## src/rtl/rv32_ctrl_pkg.sv

```systemverilog
// Shared decode/EX control types, ALU op codes and the FP issue FSM states.
package rv32_ctrl_pkg;

  typedef struct packed {
    logic       reg_write;
    logic       mem_write;
    logic       mem_to_reg;
    logic       branch;
    logic       alu_src;
    logic       jump;
    logic [2:0] alu_op;
    logic       lui;
    logic       auipc;
    logic       jal;
    logic       r_type;
    logic       rdata1_int_FP_sel;
    logic       rdata2_int_FP_sel;
    logic       FP_reg_write;
  } id_ctrl_t;

  localparam logic [2:0] ALU_OP_R_FLOAT  = 3'b100;
  localparam logic [2:0] ALU_OP_R4_FLOAT = 3'b101;

  typedef enum logic [1:0] {
    StIdle   = 2'd0,
    StFpBusy = 2'd1,
    StFpHold = 2'd2
  } fp_state_e;

endpackage

```

## src/rtl/fp_lat_counter.sv

```systemverilog
// 4-bit latency down-counter: load, saturating decrement, zero flag.
module fp_lat_counter (
  input  logic       clk,
  input  logic       reset,
  input  logic       load,
  input  logic [3:0] load_val,
  input  logic       dec,
  output logic       zero
);

  logic [3:0] cnt_q;

  // Load takes priority over decrement; the count never wraps below zero.
  always_ff @(posedge clk) begin
    if (reset) begin
      cnt_q <= 4'd0;
    end else if (load) begin
      cnt_q <= load_val;
    end else if (dec && (cnt_q != 4'd0)) begin
      cnt_q <= cnt_q - 4'd1;
    end
  end

  assign zero = (cnt_q == 4'd0);

endmodule

```

## src/rtl/id_ex_fp_issue.sv

```systemverilog
// ID/EX pipeline register with multi-cycle FP occupancy, FPU start pulse and stall generation.
module id_ex_fp_issue
  import rv32_ctrl_pkg::*;
#(
  parameter int unsigned FP_LAT_R  = 3,
  parameter int unsigned FP_LAT_R4 = 4
) (
  input  logic        clk,
  input  logic        reset,
  input  logic        id_valid_i,
  input  id_ctrl_t    id_ctrl_i,
  input  logic [31:0] id_pc_i,
  input  logic [4:0]  id_rd_i,
  input  logic        stall_i,
  input  logic        flush_i,
  output logic        ex_valid_o,
  output id_ctrl_t    ex_ctrl_o,
  output logic [31:0] ex_pc_o,
  output logic [4:0]  ex_rd_o,
  output logic        fpu_start_o,
  output logic        fp_result_valid_o,
  output logic        stall_o
);

  logic        ex_valid_q;
  id_ctrl_t    ex_ctrl_q;
  logic [31:0] ex_pc_q;
  logic [4:0]  ex_rd_q;

  fp_state_e   state_q, state_d;
  logic        cnt_load, cnt_dec, cnt_zero;
  logic        is_fp, lat_one, advance;
  logic [3:0]  lat;

  assign is_fp   = ex_valid_q &&
                   ((ex_ctrl_q.alu_op == ALU_OP_R_FLOAT) || (ex_ctrl_q.alu_op == ALU_OP_R4_FLOAT));
  assign lat     = (ex_ctrl_q.alu_op == ALU_OP_R4_FLOAT) ? 4'(FP_LAT_R4) : 4'(FP_LAT_R);
  assign lat_one = (lat == 4'd1);

  // The first cycle of a multi-cycle FP op (still in StIdle) must already stall, otherwise the
  // op would leave EX after one cycle; busy then covers the remaining lat-2 stalled cycles.
  assign stall_o = !reset && (stall_i ||
                              ((state_q == StFpBusy) && !cnt_zero) ||
                              ((state_q == StIdle) && is_fp && !lat_one));
  assign advance = !stall_o;

  assign fpu_start_o       = !reset && (state_q == StIdle) && is_fp;
  assign fp_result_valid_o = !reset && (((state_q == StFpBusy) && cnt_zero) ||
                                        (state_q == StFpHold) ||
                                        ((state_q == StIdle) && is_fp && lat_one));

  // EX register: bubble on flush or empty ID, load ID when advancing, otherwise hold.
  always_ff @(posedge clk) begin
    if (reset) begin
      ex_valid_q <= 1'b0;
      ex_ctrl_q  <= '0;
      ex_pc_q    <= 32'd0;
      ex_rd_q    <= 5'd0;
    end else if (advance) begin
      if (flush_i || !id_valid_i) begin
        ex_valid_q <= 1'b0;
        ex_ctrl_q  <= '0;
        ex_pc_q    <= 32'd0;
        ex_rd_q    <= 5'd0;
      end else begin
        ex_valid_q <= 1'b1;
        ex_ctrl_q  <= id_ctrl_i;
        ex_pc_q    <= id_pc_i;
        ex_rd_q    <= id_rd_i;
      end
    end
  end

  // FSM state register.
  always_ff @(posedge clk) begin
    if (reset) begin
      state_q <= StIdle;
    end else begin
      state_q <= state_d;
    end
  end

  // FSM next state and counter control.
  always_comb begin
    state_d  = state_q;
    cnt_load = 1'b0;
    cnt_dec  = 1'b0;
    unique case (state_q)
      StIdle: begin
        if (is_fp) begin
          if (lat_one) begin
            if (stall_i) state_d = StFpHold;
          end else begin
            state_d  = StFpBusy;
            cnt_load = 1'b1;
          end
        end
      end
      StFpBusy: begin
        // Counts down even under external stall so latency is fixed.
        cnt_dec = !cnt_zero;
        if (cnt_zero) state_d = stall_i ? StFpHold : StIdle;
      end
      StFpHold: begin
        if (!stall_i) state_d = StIdle;
      end
      default: state_d = StIdle;
    endcase
  end

  fp_lat_counter u_fp_lat_counter (
    .clk      (clk),
    .reset    (reset),
    .load     (cnt_load),
    .load_val (lat - 4'd2),
    .dec      (cnt_dec),
    .zero     (cnt_zero)
  );

  assign ex_valid_o = ex_valid_q;
  assign ex_ctrl_o  = ex_ctrl_q;
  assign ex_pc_o    = ex_pc_q;
  assign ex_rd_o    = ex_rd_q;

endmodule

```

## config.mk

```make
export PLATFORM = sky130hd
export DESIGN_NAME = id_ex_fp_issue
export DESIGN_NICKNAME = d
export VERILOG_FILES = /design/src/rtl/rv32_ctrl_pkg.sv /design/src/rtl/fp_lat_counter.sv /design/src/rtl/id_ex_fp_issue.sv
export SDC_FILE = /design/constraint.sdc
export NUM_CORES = 1
export LEC_CHECK = 0
export ABC_AREA = 1
export CAP_MARGIN = 20
export CORE_MARGIN = 4
export CORE_UTILIZATION = 37
export DETAILED_ROUTE_END_ITERATION = 16
export HOLD_SLACK_MARGIN = 0.06
export MAX_ROUTING_LAYER = met4
export PLACE_DENSITY = 0.76
export SLEW_MARGIN = 20
export SYNTH_ARGS = -nofsm -noshare
export SYNTH_HDL_FRONTEND = slang
export SYNTH_SLANG_ARGS = --single-unit
```

## constraint.sdc

```tcl
create_clock -name clk -period 1.6 [get_ports clk]
set_clock_uncertainty 0.1 [all_clocks]
set_input_delay 0.32 -clock clk [delete_from_list [all_inputs] [get_ports clk]]
set_output_delay 0.32 -clock clk [all_outputs]
set_load 0.1 [all_outputs]
```

==> flow_metrics.tcl <==
set metrics [dict create \
    rrSetupSlack_ns -0.05 \
    arrival_ns 1.54 \
    syn_nets 345 \
    clockBufferDepth 2 \
    drv_slew 0 \
    layout_commonest_cell "nand2_1" \
    met2_wirelength_um 3450 \
    start_kind "flop" \
    powerDensity_nw_per_um2 858 \
    synth_top_area_share_pct 48.5 \
    setup.worst_path.end_class "output pin" \
    grt_pass1_vias 2401 \
    max_freq_mhz 511 \
    cts_made_buffers 9 \
    syn_avg_cell_area_um2 8.68 \
    htreeDepth 3 \
    core_um2 6420 \
    required_ns 1.18 \
    setup_viol 57 \
    ioPinCount 115 \
    die-area_um2 8060 \
    path_clk_slew_ns 0.06 \
    final_layout_size_suffix_gt1_share_pct 44.2 \
    cp_max_fo 2 \
    portBuffers 114 \
    topRoutingLayerUsed "met4" \
    num_vias 2330 \
    synthDistinctLibCells 21 \
    rows 29 \
    dp.final_hpwl_um 5020 \
    violations "negative setup slack" \
    via_per_inst 4.66 \
    final_cell_mix "nand2_1 (101), buf_12 (62), clkdlybuf4s50_1 (56)" \
    ys_seq_area_share_pct 48.5 \
    drc 0 \
    grt_pass1_wl_um 11300 \
    maxCapViolCount 0 \
    finalHoldViolations 0 \
    leakagePower_nw 1.92 \
    areaGrowthSynthToFinish_pct 90.5 \
    drt-met1-wl_um 2900 \
    nets 478 \
    ant_nets 0 \
    ff2ff_path_depth 11 \
    dpl_cell_area_um2 4400 \
    die_h_um 89.8 \
    dr_wl_met3_um 404 \
    fin_util_pct 73.4 \
    criticalPathCategory "flop to output pin" \
    final_cells 500 \
    fin_ws_ns -0.357 \
    dr.first_iter.drc_count 76 \
    antenna_cells 0 \
    timing.hold.ws_ns 0.394 \
    worstMarginPinSlew_ns 0.286 \
    syn_area_um2 2470 \
    finalCritPeriodShare_pct 122 \
    hold_class "flop to flop" \
    place_congestion 0.811 \
    grt_max_degree 29 \
    clock-sinks 60 \
    cts_root_buf "clkbuf_8" \
    routed_wl_um 6890 \
    design_area_um2 4710 \
    ys_ff_latch 60 \
    firstDrtPassIters 4 \
    grt_setup_unrepaired "yes" \
    yosysWarningCount 0 \
    start_util_pct 38.5 \
    cts_tree "built" \
    synth_top_area_cell "dfxtp_1" \
    grtUsageTotal_pct 17.8 \
    overflow 0 \
    placedCellCount 476 \
    slew_headroom_pct 80.7 \
    startpoint "u_fp_lat_counter.cnt_q[0]" \
    max-vdd-ir-drop_mv 0.743 \
    synthTopCellsByArea "dfxtp_1 (49%), nand2_1 (17%), o21ai_2 (17%), buf_6 (4.6%), o21ai_0 (1.6%)" \
    r2r_start "u_fp_lat_counter.cnt_q[0]" \
    fin_crit_ns 1.96 \
    wl_per_cell_um 13.8 \
    antenna_found_initial 0 \
    reg2reg_to "ex_pc_o[16]" \
    clk_latency_ns 0.34 \
    fp.dieW_um 89.8 \
    netlist_instances 285 \
    status "complete, but fails checks" \
    setup.worst_path.end "fp_result_valid_o" \
    finalSetupTns_ns -2.03 \
]
[per-stage QoR]
stage	power, W	setup WS (ns)
CTS	0.00407	-0.356
finish	0.00404	-0.357
global placement	0.00255	-0.122
detailed placement	0.00256	-0.194
floorplan	0.00215	-0.371
global route	0.00420	-0.432
[worst max-delay path: stages, from the launching register on]
cell,delay (ns)
dfxtp_2,0.32
inv_2,0.07
ha_4,0.14
nand2_4,0.05
o21ai_2,0.13
inv_2,0.07
nor3_4,0.22
buf_12,0.20
[Yosys cell counts, drive strengths merged]
library cell / instances
nand3: 4
dfxtp: 60
inv: 11
nor4: 1
buf: 16
nand2: 118
nor3: 1
nor3b: 1
a21oi: 4
o21ai: 57
xor2: 1
ha: 2
nor2: 9
[area by class of cell]
class / instances / area [µm²]
Clock inverter: 5 / 75.1
Tap cell: 77 / 96.3
Inverter: 11 / 46.3
Fill cell: 444 / 1710
Clock buffer: 11 / 141
Timing Repair Buffer: 138 / 1950
Multi-Input combinational cell: 198 / 1190
Sequential cell: 60 / 1210
[registers in the layout, indices dropped and copies added, names as in the netlist]
name / cells
ex_ctrl_o: 16
ex_pc_o: 32
ex_rd_o: 5
ex_valid_o: 1
state_q: 2
u_fp_lat_counter.cnt_q: 4
[repair_timing]
item                       CTS  global route
buffers inserted             3             5
setup endpoints to repair    3             3
hold buffers                 0             0
resized for setup            6            15
pin swaps                    4             3
hold endpoints to repair     0             0
[power by group]
part           total (W)  switching [W]  internal (W)
Combinational   0.000937       0.000547      0.000390
Clock            0.00151       0.000600      0.000912
Sequential       0.00159      0.0000539       0.00154
Total            0.00404        0.00120       0.00284
[metal layers]
layer	vias to the layer above	GRT usage [%]
li1	1172	-
met1	1055	20.5
met2	92	28.8
met3	11	4.84
met4	0	8.81
met5	-	-
[cells by family (layout without fill, tap and decap cells)]
group	Yosys count	after routing	share of synthesized area (%)
AO/OA/AOI/OAI	61	61	19.9
XOR/XNOR	1	1	0.354
adder cells (fa/ha/maj)	2	2	1.01
buffers and inverters	27	165	7.53
flip-flops	60	60	48.5
AND/OR/NAND/NOR	134	134	22.6
[worst min-delay path by stage]
| stage | start | to | depth (start not counted) |
|---|---|---|---|
| floorplan | reset | ex_valid_o | 1 |
| global placement | u_fp_lat_counter.cnt_q[0] | u_fp_lat_counter.cnt_q[0] | 2 |
| detailed placement | u_fp_lat_counter.cnt_q[0] | u_fp_lat_counter.cnt_q[0] | 2 |
| CTS | u_fp_lat_counter.cnt_q[0] | u_fp_lat_counter.cnt_q[0] | 2 |
| global route | ex_ctrl_o[3] | ex_ctrl_o[3] | 2 |
| finish | ex_pc_o[15] | ex_pc_o[15] | 2 |
No activity file was read; power rests on OpenSTA's default activity.
